**config.mk**
```make
export PLATFORM = sky130hd
export DESIGN_NAME = menu_char_render_flat
export DESIGN_NICKNAME = d
export VERILOG_FILES = /design/src/rtl/vga_pkg.sv /design/src/rtl/menu_char_render_if.sv /design/src/rtl/menu_font_rom.sv /design/src/rtl/menu_char_render.sv /design/src/flat_wrapper.sv
export SDC_FILE = /design/constraint.sdc
export NUM_CORES = 1
export LEC_CHECK = 0
export BUFFER_PORTS_ARGS = -buffer_cell sky130_fd_sc_hd__buf_2
export CAP_MARGIN = 20
export CELL_PAD_IN_SITES_DETAIL_PLACEMENT = 1
export CELL_PAD_IN_SITES_GLOBAL_PLACEMENT = 2
export CORE_MARGIN = 3
export CORE_UTILIZATION = 38
export DETAILED_ROUTE_END_ITERATION = 6
export GPL_ROUTABILITY_DRIVEN = 1
export HOLD_SLACK_MARGIN = 0.02
export PLACE_DENSITY = 0.89
export SYNTH_ARGS = -nofsm -noshare
export SYNTH_HDL_FRONTEND = slang
export SYNTH_SLANG_ARGS = --single-unit
export TNS_END_PERCENT = 50
```
**constraint.sdc**
```tcl
create_clock -name clk -period 5.1 [get_ports clk]
set_input_delay 0.51 -clock clk [delete_from_list [all_inputs] [get_ports clk]]
set_output_delay 0.51 -clock clk [all_outputs]
set_load 0.01 [all_outputs]
```
**src/rtl/vga_pkg.sv**
```systemverilog
// Shared VGA/menu constants, the pixel-stream sideband bundle and the glyph table.
package vga_pkg;

    localparam int CHAR_W = 8;
    localparam int CHAR_H = 16;
    localparam int RGB_W  = 12;
    localparam int DELAY  = 4;

    localparam logic [RGB_W-1:0] FG_DEFAULT = 12'hFFF;
    localparam logic [RGB_W-1:0] HL_DEFAULT = 12'h00F;

    typedef struct packed {
        logic [10:0]      hcount;
        logic [10:0]      vcount;
        logic             hsync;
        logic             vsync;
        logic             hblnk;
        logic             vblnk;
        logic [RGB_W-1:0] rgb;
    } vga_t;

    // Sparse font: unlisted codes render blank.
    function automatic logic [7:0] glyph_row(input logic [6:0] code,
                                             input logic [3:0] line);
        logic [7:0] r;
        r = 8'h00;
        case (code)
            7'h01:   r = 8'hAA;
            7'h02:   r = (line == 4'd0) ? 8'hFF : 8'h00;
            7'h03:   r = 8'h80 >> line[2:0];
            7'h7F:   r = 8'hFF;
            default: r = 8'h00;
        endcase
        return r;
    endfunction

endpackage

```
**src/rtl/menu_char_render_if.sv**
```systemverilog
// Character address/code link between the renderer and the menu text tables.
interface menu_char_render_if;

    logic [7:0] char_xy;
    logic [6:0] char_code;

    modport master (output char_xy, input char_code);
    modport slave  (input char_xy, output char_code);

endinterface

```
**src/rtl/menu_font_rom.sv**
```systemverilog
// 2048x8 glyph ROM, address {char_code, char_line}, registered output.
module menu_font_rom
    import vga_pkg::*;
(
    input  logic        clk,
    input  logic        rst,
    input  logic [10:0] addr,
    output logic [7:0]  data
);

    always_ff @(posedge clk) begin
        if (rst) data <= 8'h00;
        else     data <= glyph_row(addr[10:4], addr[3:0]);
    end

endmodule

```
**src/rtl/menu_char_render.sv**
```systemverilog
// Text-box glyph overlay on the VGA stream, 4 clk latency on all outputs.
// MENU_HIGHLIGHT_EN: paints the sel_row background with HL_COLOR.
module menu_char_render
    import vga_pkg::*;
#(
    parameter int               XPOS     = 100,
    parameter int               YPOS     = 50,
    parameter int               COLS     = 16,
    parameter int               ROWS     = 4,
    parameter logic [RGB_W-1:0] FG_COLOR = FG_DEFAULT,
    parameter logic [RGB_W-1:0] HL_COLOR = HL_DEFAULT
) (
    input  logic             clk,
    input  logic             rst,
    input  logic [10:0]      hcount_in,
    input  logic [10:0]      vcount_in,
    input  logic             hsync_in,
    input  logic             vsync_in,
    input  logic             hblnk_in,
    input  logic             vblnk_in,
    input  logic [RGB_W-1:0] rgb_in,
    input  logic [1:0]       sel_row,
    menu_char_render_if.master txt,
    output logic [10:0]      hcount_out,
    output logic [10:0]      vcount_out,
    output logic             hsync_out,
    output logic             vsync_out,
    output logic             hblnk_out,
    output logic             vblnk_out,
    output logic [RGB_W-1:0] rgb_out
);

    localparam logic [10:0] X_LO = 11'(XPOS);
    localparam logic [10:0] X_HI = 11'(XPOS + COLS*CHAR_W - 1);
    localparam logic [10:0] Y_LO = 11'(YPOS);
    localparam logic [10:0] Y_HI = 11'(YPOS + ROWS*CHAR_H - 1);

    logic       in_box;
    logic [6:0] rel_x;
    logic [7:0] rel_y;
    vga_t       vin, s1_v, s2_v, s3_v, o_v;
    logic       s1_in, s2_in, s3_in;
    logic [3:0] s1_line, s2_line;
    logic [2:0] s1_bit, s2_bit, s3_bit;
    logic [7:0] xy_q;
    logic [7:0] font_byte;
    logic [RGB_W-1:0] bg, rgb_next;

    // Bounds are checked on the raw counts so the subtraction never wraps.
    assign in_box = (hcount_in >= X_LO) && (hcount_in <= X_HI) &&
                    (vcount_in >= Y_LO) && (vcount_in <= Y_HI) &&
                    !hblnk_in && !vblnk_in;
    assign rel_x = 7'(hcount_in - X_LO);
    assign rel_y = 8'(vcount_in - Y_LO);

    assign vin = '{hcount: hcount_in, vcount: vcount_in,
                   hsync: hsync_in, vsync: vsync_in,
                   hblnk: hblnk_in, vblnk: vblnk_in, rgb: rgb_in};

    assign txt.char_xy = xy_q;

    always_ff @(posedge clk) begin
        if (rst) begin
            s1_v    <= '0;
            s2_v    <= '0;
            s3_v    <= '0;
            s1_in   <= 1'b0;
            s2_in   <= 1'b0;
            s3_in   <= 1'b0;
            s1_line <= '0;
            s2_line <= '0;
            s1_bit  <= '0;
            s2_bit  <= '0;
            s3_bit  <= '0;
            xy_q    <= '0;
        end else begin
            s1_v    <= vin;
            s2_v    <= s1_v;
            s3_v    <= s2_v;
            s1_in   <= in_box;
            s2_in   <= s1_in;
            s3_in   <= s2_in;
            s1_line <= rel_y[3:0];
            s2_line <= s1_line;
            s1_bit  <= rel_x[2:0];
            s2_bit  <= s1_bit;
            s3_bit  <= s2_bit;
            if (in_box) xy_q <= {rel_y[7:4], rel_x[6:3]};
        end
    end

    menu_font_rom u_rom (
        .clk  (clk),
        .rst  (rst),
        .addr ({txt.char_code, s2_line}),
        .data (font_byte)
    );

`ifdef MENU_HIGHLIGHT_EN
    logic s1_hl, s2_hl, s3_hl;

    always_ff @(posedge clk) begin
        if (rst) begin
            s1_hl <= 1'b0;
            s2_hl <= 1'b0;
            s3_hl <= 1'b0;
        end else begin
            s1_hl <= (rel_y[7:4] == {2'b00, sel_row});
            s2_hl <= s1_hl;
            s3_hl <= s2_hl;
        end
    end

    assign bg = s3_hl ? HL_COLOR : s3_v.rgb;
`else
    logic unused_sel;
    assign unused_sel = ^sel_row;
    assign bg = s3_v.rgb;
`endif

    always_comb begin
        rgb_next = s3_v.rgb;
        if (s3_in) rgb_next = font_byte[3'd7 - s3_bit] ? FG_COLOR : bg;
    end

    always_ff @(posedge clk) begin
        if (rst) begin
            o_v <= '0;
        end else begin
            o_v     <= s3_v;
            o_v.rgb <= rgb_next;
        end
    end

    assign hcount_out = o_v.hcount;
    assign vcount_out = o_v.vcount;
    assign hsync_out  = o_v.hsync;
    assign vsync_out  = o_v.vsync;
    assign hblnk_out  = o_v.hblnk;
    assign vblnk_out  = o_v.vblnk;
    assign rgb_out    = o_v.rgb;

endmodule

```
**src/flat_wrapper.sv**
```systemverilog
// flat-port wrapper written by rule: the top's interface ports become plain ports
module menu_char_render_flat import vga_pkg::*;
#(
    parameter int               XPOS     = 100,
    parameter int               YPOS     = 50,
    parameter int               COLS     = 16,
    parameter int               ROWS     = 4,
    parameter logic [RGB_W-1:0] FG_COLOR = FG_DEFAULT,
    parameter logic [RGB_W-1:0] HL_COLOR = HL_DEFAULT
)
  (clk, rst, hcount_in, vcount_in, hsync_in, vsync_in, hblnk_in, vblnk_in, rgb_in, sel_row, hcount_out, vcount_out, hsync_out, vsync_out, hblnk_out, vblnk_out, rgb_out, txt_char_xy, txt_char_code);
  menu_char_render_if txt_i ();
  input  logic clk;
  input  logic rst;
  input  logic [10:0] hcount_in;
  input  logic [10:0] vcount_in;
  input  logic hsync_in;
  input  logic vsync_in;
  input  logic hblnk_in;
  input  logic vblnk_in;
  input  logic [RGB_W-1:0] rgb_in;
  input  logic [1:0] sel_row;
  output logic [10:0] hcount_out;
  output logic [10:0] vcount_out;
  output logic hsync_out;
  output logic vsync_out;
  output logic hblnk_out;
  output logic vblnk_out;
  output logic [RGB_W-1:0] rgb_out;
  output wire logic [$bits(txt_i.char_xy)-1:0] txt_char_xy;
  input wire logic [$bits(txt_i.char_code)-1:0] txt_char_code;
  assign txt_char_xy = txt_i.char_xy;
  assign txt_i.char_code = txt_char_code;
  menu_char_render #(.XPOS(XPOS), .YPOS(YPOS), .COLS(COLS), .ROWS(ROWS), .FG_COLOR(FG_COLOR), .HL_COLOR(HL_COLOR)) u_core (.clk(clk), .rst(rst), .hcount_in(hcount_in), .vcount_in(vcount_in), .hsync_in(hsync_in), .vsync_in(vsync_in), .hblnk_in(hblnk_in), .vblnk_in(vblnk_in), .rgb_in(rgb_in), .sel_row(sel_row), .txt(txt_i), .hcount_out(hcount_out), .vcount_out(vcount_out), .hsync_out(hsync_out), .vsync_out(vsync_out), .hblnk_out(hblnk_out), .vblnk_out(vblnk_out), .rgb_out(rgb_out));
endmodule
```
Word level (Yosys, flattened, before mapping)
Cells that the tools add are included.
Word-level totals
  bits in registers: 188
  input port bits: 49
  output and inout bits: 46
Cells by class
  add/sub/neg operators: 3
  order comparisons: 5
  eq/ne operators: 4
  shift-type cells: 1
  mux-type cells: 6
  reduce and logical (&&, ||, !) cells: 8
Operators by type and width (count)
  $pmux 8 s4: 1
  $mux 12: 2
  $eq 7x2->1 const B: 2
  $ge 11x6->1 const B: 1
  $ge 11x7->1 const B: 1
  $le 11x7->1 const B: 1
  $le 11x8->1 const B: 1
  $mux 8: 1
  $shr 8x3->8 const A: 1
  $sub 8x6->8 const B: 1
  $eq 7x1->1 const B: 1
  $eq 7x7->1 const B: 1
  $sub 7x7->7 const B: 1
  $logic_and 1x1->1: 5
  $logic_not 4->1: 1
  $lt 3x4->1 const B: 1
  $bmux 1 s3: 1
  $sub 3x3->3 const A: 1
  $logic_not 1->1: 2
  $mux 1: 1

Longest topological paths before layout
Gate-level depths: netlist (run 1).
  word-level depth: 6
  mapped depth: 8
  depth with buffers taken out: 7

Cells and area by module
A second synthesis (run 1) with hierarchy kept.
Second synthesis, totals
  cells, all modules: 482
  area total of the unflattened synthesis: 5497.8 sq um
By module, submodules not included
  menu_char_render: instances 1, cells an instance 439, area an instance 5123.7 sq um
  menu_font_rom: instances 1, cells an instance 43, area an instance 374.1 sq um

Worst setup path after synthesis (run 1)
No wires, ideal clock.
  path kind: input -> register
  from: input port hcount_in[3]
  to: register u_core.xy_q[3], in the netlist u_core.txt.char_xy[3]
  library setup time: 0.088 ns
  arrival: 1.946 ns
  data required time: 5.012 ns
  slack: 3.066 ns
  stages: 8
  path buffers: 1
  cell sequence: inv_1 ha_1 or3b_2 a21oi_1 o211a_4 buf_12 a21oi_2 a311oi_2
Between the ends
  cells in the longest elaborated chain, start to end: 6
  elaborated cells between the ends (all ways): 8
  classes of those cells: add/sub (1); order compare (2); reduce/logical (5)
RTL lines
  start, declared: line flat_wrapper.sv:15  | input logic [10:0] hcount_in;
  $ge 11x7->1 or $le 11x8->1 (tied branches): line menu_char_render.sv:50  | assign in_box = (hcount_in >= X_LO) && (hcount_in <= X_HI) &&
  $logic_and 1x1->1 (2 in series): line menu_char_render.sv:50
  $logic_and 1x1->1 (2 in series): line menu_char_render.sv:51  | (vcount_in >= Y_LO) && (vcount_in <= Y_HI) &&
  $logic_and 1x1->1: line menu_char_render.sv:52  | !hblnk_in && !vblnk_in;
  end signal, assigned: line menu_char_render.sv:88  | if (in_box) xy_q <= {rel_y[7:4], rel_x[6:3]};
  end, declared: line menu_char_render.sv:45  | logic [7:0] xy_q;
Parallel ways exist; a longest one is shown, timed or not.
A chain may end at the register's enable or synchronous reset.

Worst setup path in the final report (run 1)
  from: input port vcount_in[7]
  to: register u_core.xy_q[0], in the netlist u_core.txt.char_xy[0]
Between the ends
  cells in the longest elaborated chain, start to end: 5
  elaborated cells between the ends (all ways): 6
  classes of those cells: order compare (2); reduce/logical (4)
RTL lines
  start, declared: line flat_wrapper.sv:16  | input logic [10:0] vcount_in;
  $ge 11x6->1: line menu_char_render.sv:51
  $logic_and 1x1->1: line menu_char_render.sv:50
  $logic_and 1x1->1 * (2 in series): line menu_char_render.sv:51
  $logic_and 1x1->1 *: line menu_char_render.sv:52
Mark *: on every way between the ends. The rest lies on a longest branch, timed or not.

==> impl_metrics.csv, run 1 <==
group,metric,value,unit
detailed_routing,dr.pass1.iters,4,
setup_path,arrival,2.28,ns
synthesis,synth_area,5490,um2
timing,setup-violations-final,0,
power_and_ir_drop,leakagePower,2.77,nW
synthesis,synth_edf_count,0,
worst_hold_path,worst_hold_path_type,"in2reg",
detailed_routing,final_antenna_net_count,0,
cts,cts_buffer_depth,2,
detailed_routing,drt_wl_total,9910,um
setup_path,setup.worst_path.start,"vcount_in[7]",
run,maxCapViolCount,0,
run_status,status,"complete, no violations",
finish,areaGrowthSynthToFinish,21.4,%
global_routing,grt_pass1_wl,16300,um
detailed_routing,wl_per_cell,13.0,um
global_routing,grt_pass1_vias,3371,
synthesis,yosysMostFrequentCell,"dfxtp_1",
finish,fin_cells,764,
synthesis,async_flop_share,0,%
setup_path,endpoint,"u_core.txt.char_xy[0]",
finish,fill_cells,1556,
setup_path,reg2regPathDepth,4,
floorplanning,die_area,15900,um2
global_routing,grt_max_degree,115,
finish,nets,626,
finish,final_core_util,47.7,%
power_and_ir_drop,total_power,2.81,mW
timing,relSlewSlack,59.8,%
finish,drive_above_1_share,22.9,%
floorplanning,start_util,39.2,%
floorplanning,die_w,126,um
global_routing,antenna_found_initial,0,
cts,clkLatencyLatePin,0.42,ns
setup_path,startpoint_type,"primary input",
floorplanning,num_io_pins,95,
synthesis,yosys_warnings,0,
power_and_ir_drop,power.density,422,nW/um2
synthesis,syn_nets,536,
detailed_routing,avgViaCountPerCell,4.38,
detailed_routing,drc,0,
detailed_routing,vias,3343,
synthesis,synth_area_leader_cell,"dfxtp_1",
placement,port_buffers,92,
cts,clkTransAtPathRegs,0.06,ns
cts,htreeDepth,4,
synthesis,synth_seq_area_share,65.6,%
synthesis,synth_area_leaders,"dfxtp_1, nor2b_1, a21oi_1",
finish,stdcell_area,6670,um2
power_and_ir_drop,vdd_ir_drop_max,0.000205,V
setup_path,crit_path_max_fanout,13,
floorplanning,rows,43,
cts,cts.repair.resized,0,
setup_path,ff2ff_setup_slack,3.36,ns
cts,cts_tree,"built",
finish,diodes,0,
cts,cts_made_buffers,17,
timing,drv_slew,0,
placement,gp_congestion,0.756,
timing,period_minus_slack,1.96,ns
setup_path,end_kind,"register",
cts,holdBufCountCts,0,
timing,setup_tns,0,ns
setup_path,r2r_start,"u_core.s3_bit[0]",
placement,dp.cells,732,
cts,cts_root_buf,"clkbuf_16",
timing,finClkSkew,0.00555,ns
synthesis,netlist.area_leader.share,65.6,%
timing,fmax,510,MHz
placement,place_hpwl,6710,um
timing,setup_ws,3.14,ns
timing,holdWs,0.299,ns
timing,hold_viol,0,
timing,worst_pin_slew,0.603,ns
synthesis,synth-main-ff-cell,"dfxtp_1",
cts,clkSinkCount,180,
synthesis,synth-seq-cells,180,
global_routing,overflow,0,
floorplanning,coreArea,14000,um2
setup_path,rr_endpoint,"u_core.rgb_out[9]",
synthesis,ys_top_cells_by_count,"dfxtp_1, nor2b_1, a21oi_1",
timing,rsz0062_at_grt,"false",
detailed_routing,drt-initial-drc-count,142,
floorplanning,die_y,126,um
global_routing,grt.total_usage,12.9,%
synthesis,avgSynthCellArea,11.4,um2
cts,postCtsSetupRepairBufs,0,
synthesis,syn_inst,482,
setup_path,critPathKind,"in2reg",
setup_path,cp_data_required_time,5.42,ns
synthesis,synth_cell_types,42,
placement,post-place-ws,2.72,ns
timing,fin_crit_sh,38.4,%
placement,placed_area,6070,um2
==> cell usage in the layout, fill, tap and decap left out, types with 4 or more instances in the layout <==
cell type     n
nand2_1       9
xnor2_1       5
nor2_1       24
nor3_1        6
clkbuf_16    17
ha_1          5
a21oi_1      27
buf_2        91
clkinvlp_4    4
nand3_1       7
inv_1         5
o21a_1        4
nor2b_1     144
o21ai_0       7
dfxtp_1     180
==> critical path, cell delays in order <==
cell and delay [ns]:
buf_2 0.13, or4b_1 0.51, a21oi_1 0.23, o22a_1 0.48, a21oi_1 0.14, a311oi_1 0.27
==> layer usage <==
| metal | wire length (um) | up-vias | GRT usage [%] |
|---|---|---|---|
| li1 | - | 1735 | - |
| met1 | 4530 | 1515 | 15.7 |
| met2 | 4530 | 78 | 19.9 |
| met3 | 639 | 15 | 6.19 |
| met4 | 213 | 0 | 5.11 |
| met5 | 0 | - | 0 |
==> where the power goes <==
group          internal [mW]  total (mW)  switching, mW  leakage (nW)
combinational         0.0529       0.117         0.0637          1.03
clock                  0.719        1.23          0.515         0.266
sequential              1.45        1.46         0.0110          1.47
==> registers in the layout (all words and copies together) (netlist names), 3 cells and up <==
name and count:
u_core.s3_bit 3, u_core.bg 12, u_core.s3_v 24, u_core.u_rom.data 8, u_core.s1_line 4, u_core.txt.char_xy 8
u_core.hcount_out 11, u_core.s2_bit 3, u_core.s1_v 35, u_core.s2_v 35, u_core.rgb_out 12, u_core.s2_line 4
u_core.s1_bit 3, u_core.vcount_out 11
==> cells by family (layout without fill, tap and decap cells) <==
kind of cell             after synthesis  in the layout  share of synthesized area (%)
buffers and inverters                 28            130                           2.35
flip-flops                           180            180                           65.6
multiplexers                           3              3                           1.03
AO/OA/AOI/OAI                         54             54                           6.50
AND/OR/NAND/NOR                      205            205                           22.2
XOR/XNOR                               7              7                           1.12
adder cells (fa/ha/maj)                5              5                           1.14
==> layout make-up <==
cell class                 count  area, um2  area share (%)
clock inverter                12        131            1.97
multi-input combinational    274       1760            26.4
inverter                       5       18.8           0.282
clock buffer                  19        433            6.49
tap                          180        225            3.38
sequential                   180       3600            54.1
timing repair buffer          94        498            7.47
==> worst min-delay path by stage <==
stage / cells past startpoint / slack, ns / from / to
6_report: 2 / 0.30 / rgb_in[2] / u_core.s1_v[2]
5_1_grt: 2 / 0.29 / rgb_in[2] / u_core.s1_v[2]
4_1_cts: 2 / 0.28 / rgb_in[2] / u_core.s1_v[2]
3_5_place_dp: 1 / 0.42 / u_core.s1_v[1] / u_core.s2_v[1]
3_3_place_gp: 1 / 0.42 / u_core.s2_in / u_core.s3_in
2_1_floorplan: 2 / 0.41 / u_core.bg[0] / u_core.rgb_out[0]
No activity file was read; power rests on OpenSTA's default activity.
==> inputs of run 2 (changes only) <==
--- a/config.mk
+++ b/config.mk
@@ -5,16 +5,17 @@
 export SDC_FILE = /design/constraint.sdc
 export NUM_CORES = 1
 export LEC_CHECK = 0
+export ABC_AREA = 1
 export BUFFER_PORTS_ARGS = -buffer_cell sky130_fd_sc_hd__buf_2
 export CAP_MARGIN = 20
 export CELL_PAD_IN_SITES_DETAIL_PLACEMENT = 1
 export CELL_PAD_IN_SITES_GLOBAL_PLACEMENT = 2
 export CORE_MARGIN = 3
-export CORE_UTILIZATION = 38
+export CORE_UTILIZATION = 29
 export DETAILED_ROUTE_END_ITERATION = 6
 export GPL_ROUTABILITY_DRIVEN = 1
 export HOLD_SLACK_MARGIN = 0.02
-export PLACE_DENSITY = 0.89
+export PLACE_DENSITY = 0.8
 export SYNTH_ARGS = -nofsm -noshare
 export SYNTH_HDL_FRONTEND = slang
 export SYNTH_SLANG_ARGS = --single-unit
==> constraint.sdc (replaced) <==
create_clock -name clk -period 1.7 [get_ports clk]
set_input_delay 0.17 -clock clk [delete_from_list [all_inputs] [get_ports clk]]
set_output_delay 0.17 -clock clk [all_outputs]
set_load 0.01 [all_outputs]
==> run 2 against run 1 <==
  * Wire length rose by 18%
  * Core utilization down 8.7 points
  * Synthesized cell count up 43%
  * Sequential power increased to 3.0 times the previous value
  * Final cell count rose by 45%
  * Combinational power grew to 4.0 times the previous value
  * Final area increased by 14%
  * First-iteration DRC count decreased by 40%
  * Clock-buffer cell count unchanged
  * Critical endpoint is now u_core.txt.char_xy[6]
  * Largest power group unchanged
==> impl_metrics.csv, run 2 <==
group,metric,value,unit
synthesis,netlist.area_leader.share,62.3,%
synthesis,synth_area,5790,um2
detailed_routing,avgViaCountPerCell,3.83,
global_routing,overflow,0,
floorplanning,die_y,147,um
power_and_ir_drop,p_sw,1.98,mW
cts,clkTransAtPathRegs,0.06,ns
worst_hold_path,worst_hold_path_type,"in2reg",
placement,port_buffers,92,
synthesis,async_flop_share,0,%
detailed_routing,vias,4226,
setup_path,arrival,1.89,ns
floorplanning,num_io_pins,95,
power_and_ir_drop,vdd_ir_drop_max,0.000665,V
timing,period_minus_slack,1.58,ns
timing,hold_viol,0,
finish,fill_cells,2359,
placement,place_hpwl,7660,um
setup_path,worst_path_largest_cell_delay,0.54,ns
detailed_routing,dr.pass1.iters,4,
timing,setup-violations-final,0,
synthesis,syn_inst,687,
synthesis,synth_area_leader_cell,"dfxtp_1",
cts,cts_made_buffers,17,
setup_path,cp_common_cell,"nand2_1",
timing,setup_tns,0,ns
timing,fmax,634,MHz
global_routing,grt_max_degree,83,
global_routing,grt_pass1_wl,19800,um
timing,fin_crit_sh,92.8,%
setup_path,r2r_start,"u_core.s3_bit[0]",
worst_hold_path,whs_path_depth,3,
setup_path,critPathKind,"in2reg",
setup_path,cp_slowest_cell,"dlygate4sd3_1",
setup_path,path_cells,"dlygate4sd3_1, buf_2, inv_2, ha_1, nand2_1, nor2_1, nand2_1, nand3_2, nand2_4, nor2_4, nand2_2, nand2_1, nor2_2",
setup_path,path_buf_inv,3,
power_and_ir_drop,leakagePower,3.60,nW
synthesis,synth-main-ff-cell,"dfxtp_1",
cts,clkLatencyLatePin,0.42,ns
timing,worst_pin_slew,0.470,ns
cts,cts_root_buf,"clkbuf_16",
synthesis,synth_seq_area_share,62.3,%
run,maxCapViolCount,0,
setup_path,startpoint_type,"primary input",
synthesis,synth_cell_types,29,
setup_path,crit_family,"simple AND/OR/NAND/NOR gates",
floorplanning,rows,51,
detailed_routing,drc,0,
finish,diodes,0,
global_routing,grt.total_usage,11.4,%
finish,final_common_cell,"nor2_1",
finish,nets,880,
power_and_ir_drop,power.density,1160,nW/um2
detailed_routing,wl_per_cell,10.6,um
floorplanning,coreArea,19500,um2
synthesis,avgSynthCellArea,8.42,um2
power_and_ir_drop,p_int,6.83,mW
synthesis,yosysMostFrequentCell,"nor2_1",
cts,clkSinkCount,180,
setup_path,crit_path_max_fanout,7,
finish,final_core_util,39.0,%
setup_path,end_kind,"register",
synthesis,yosys_warnings,0,
floorplanning,die_w,147,um
finish,layout_common_cells,"nor2_1, dfxtp_1, inv_1, buf_2, nand2_1",
global_routing,grt_pass1_vias,4289,
power_and_ir_drop,combPwrFrac,5.3,%
placement,gp_congestion,0.718,
synthesis,ys_top_cells_by_count,"nor2_1, dfxtp_1, inv_1",
finish,top_regs,"u_core.s1_v (35), u_core.s2_v (35), u_core.s3_v (24)",
floorplanning,die_area,21700,um2
detailed_routing,drt-initial-drc-count,85,
cts,cts_buffer_depth,2,
worst_hold_path,min_to,"u_core.s1_v[31]",
power_and_ir_drop,power_frac_clock,44.9,%
worst_hold_path,hold_start,"hcount_in[4]",
synthesis,synth_edf_count,0,
finish,drive_above_1_share,19.5,%
finish,seqCellArea,3600,um2
run_status,status,"complete, no violations",
setup_path,ff2ff_setup_slack,0.34,ns
timing,relSlewSlack,68.7,%
detailed_routing,final_antenna_net_count,0,
power_and_ir_drop,sw_frac_of_total,22.5,%
setup_path,rr_endpoint,"u_core.rgb_out[8]",
detailed_routing,drt_wl_total,11700,um
timing,rsz0062_at_grt,"false",
setup_path,cp_data_required_time,2.01,ns
timing,drv_slew,0,
synthesis,syn_nets,741,
cts,htreeDepth,4,
finish,multiInputGateArea,1460,um2
finish,areaGrowthSynthToFinish,31.5,%
synthesis,synth-seq-cells,180,
synthesis,synth_area_leaders,"dfxtp_1, nor2_1, inv_1",
timing,finClkSkew,0.00795,ns
power_and_ir_drop,p_seq_share,49.8,%
floorplanning,start_util,29.6,%
global_routing,antenna_found_initial,0,
cts,cts_tree,"built",
setup_path,reg2regPathDepth,8,
==> run 2: per-stage QoR <==
| step | hold WS [ns] | cells | worst slack (ns) | area [um2] | total power [mW] |
|---|---|---|---|---|---|
| 4_1_cts | 0.0224 | 1099 | 0.00195 | 7550 | 8.95 |
| 6_report | 0.0397 | 1104 | 0.123 | 7610 | 8.81 |
| 3_3_place_gp | 0.366 | 1026 | 0.170 | 6530 | 4.87 |
| 3_5_place_dp | 0.376 | 1026 | 0.118 | 6530 | 4.88 |
| 2_1_floorplan | 0.242 | 687 | 0.365 | 5790 | 4.72 |
| 5_1_grt | 0.0424 | 1104 | 0.0233 | 7610 | 9.21 |
==> run 2: logic make-up after synthesis <==
family                     Yosys count  share of synthesized area [%]
buffers and inverters              195                           13.1
DFF                                180                           62.3
xor gates and xnor gates             6                          0.908
and+or+nand+nor                    277                           20.4
adders and majority gates            5                           1.08
AOI/OAI and AO/OA                   24                           2.25
==> run 2: what timing repair did <==
action,in CTS,in global routing
setup buffers,0,4
hold endpoints to repair,40,0
hold buffers,41,0
setup endpoints to repair,0,8
gates resized for setup,0,4
==> run 2: worst reg2reg max path: cells and delay by family (launching register included) <==
kind                   cells  cell delay [ns]
AOI/OAI and AO/OA          2             0.20
DFF                        1             0.39
and+or+nand+nor            4             0.30
buffers and inverters      2             0.34
==> run 2: per-layer routing <==
layer  part of all wire (%)  vias up  GRT usage [%]
met3                    4.7       24           3.49
met1                     44     1908           12.7
met5                      0        -              0
met4                    2.8        0           6.10
met2                     48       59           19.4
li1                       -     2235              -
==> run 2: final cells by class <==
class / instances / share of cell area (%)
Clock buffer: 19 / 5.95
Clock inverter: 13 / 2.01
Inverter: 173 / 8.53
Multi-Input combinational cell: 313 / 19.1
Sequential cell: 180 / 47.4
Tap cell: 265 / 4.36
Timing Repair Buffer: 141 / 12.6
==> run 2: power groups by stage <==
stage	clock network, mW	registers (mW)	logic, mW
2_1_floorplan	0	4.48	0.238
3_3_place_gp	0	4.48	0.386
3_5_place_dp	0	4.49	0.393
4_1_cts	4.10	4.39	0.470
5_1_grt	4.27	4.40	0.539
6_report	3.95	4.39	0.464
==> run 2: worst max-delay path by stage <==
stage	from	endpoint	slack, ns	depth (start not counted)
final	hcount_in[3]	u_core.txt.char_xy[6]	0.12	13
after floorplan	vcount_in[1]	u_core.txt.char_xy[6]	0.36	10
after global routing	hcount_in[3]	u_core.txt.char_xy[6]	0.02	13
after global placement	vcount_in[1]	u_core.txt.char_xy[0]	0.17	11
after CTS	hcount_in[3]	u_core.txt.char_xy[7]	0.002	13
after detailed placement	vcount_in[1]	u_core.txt.char_xy[7]	0.12	11
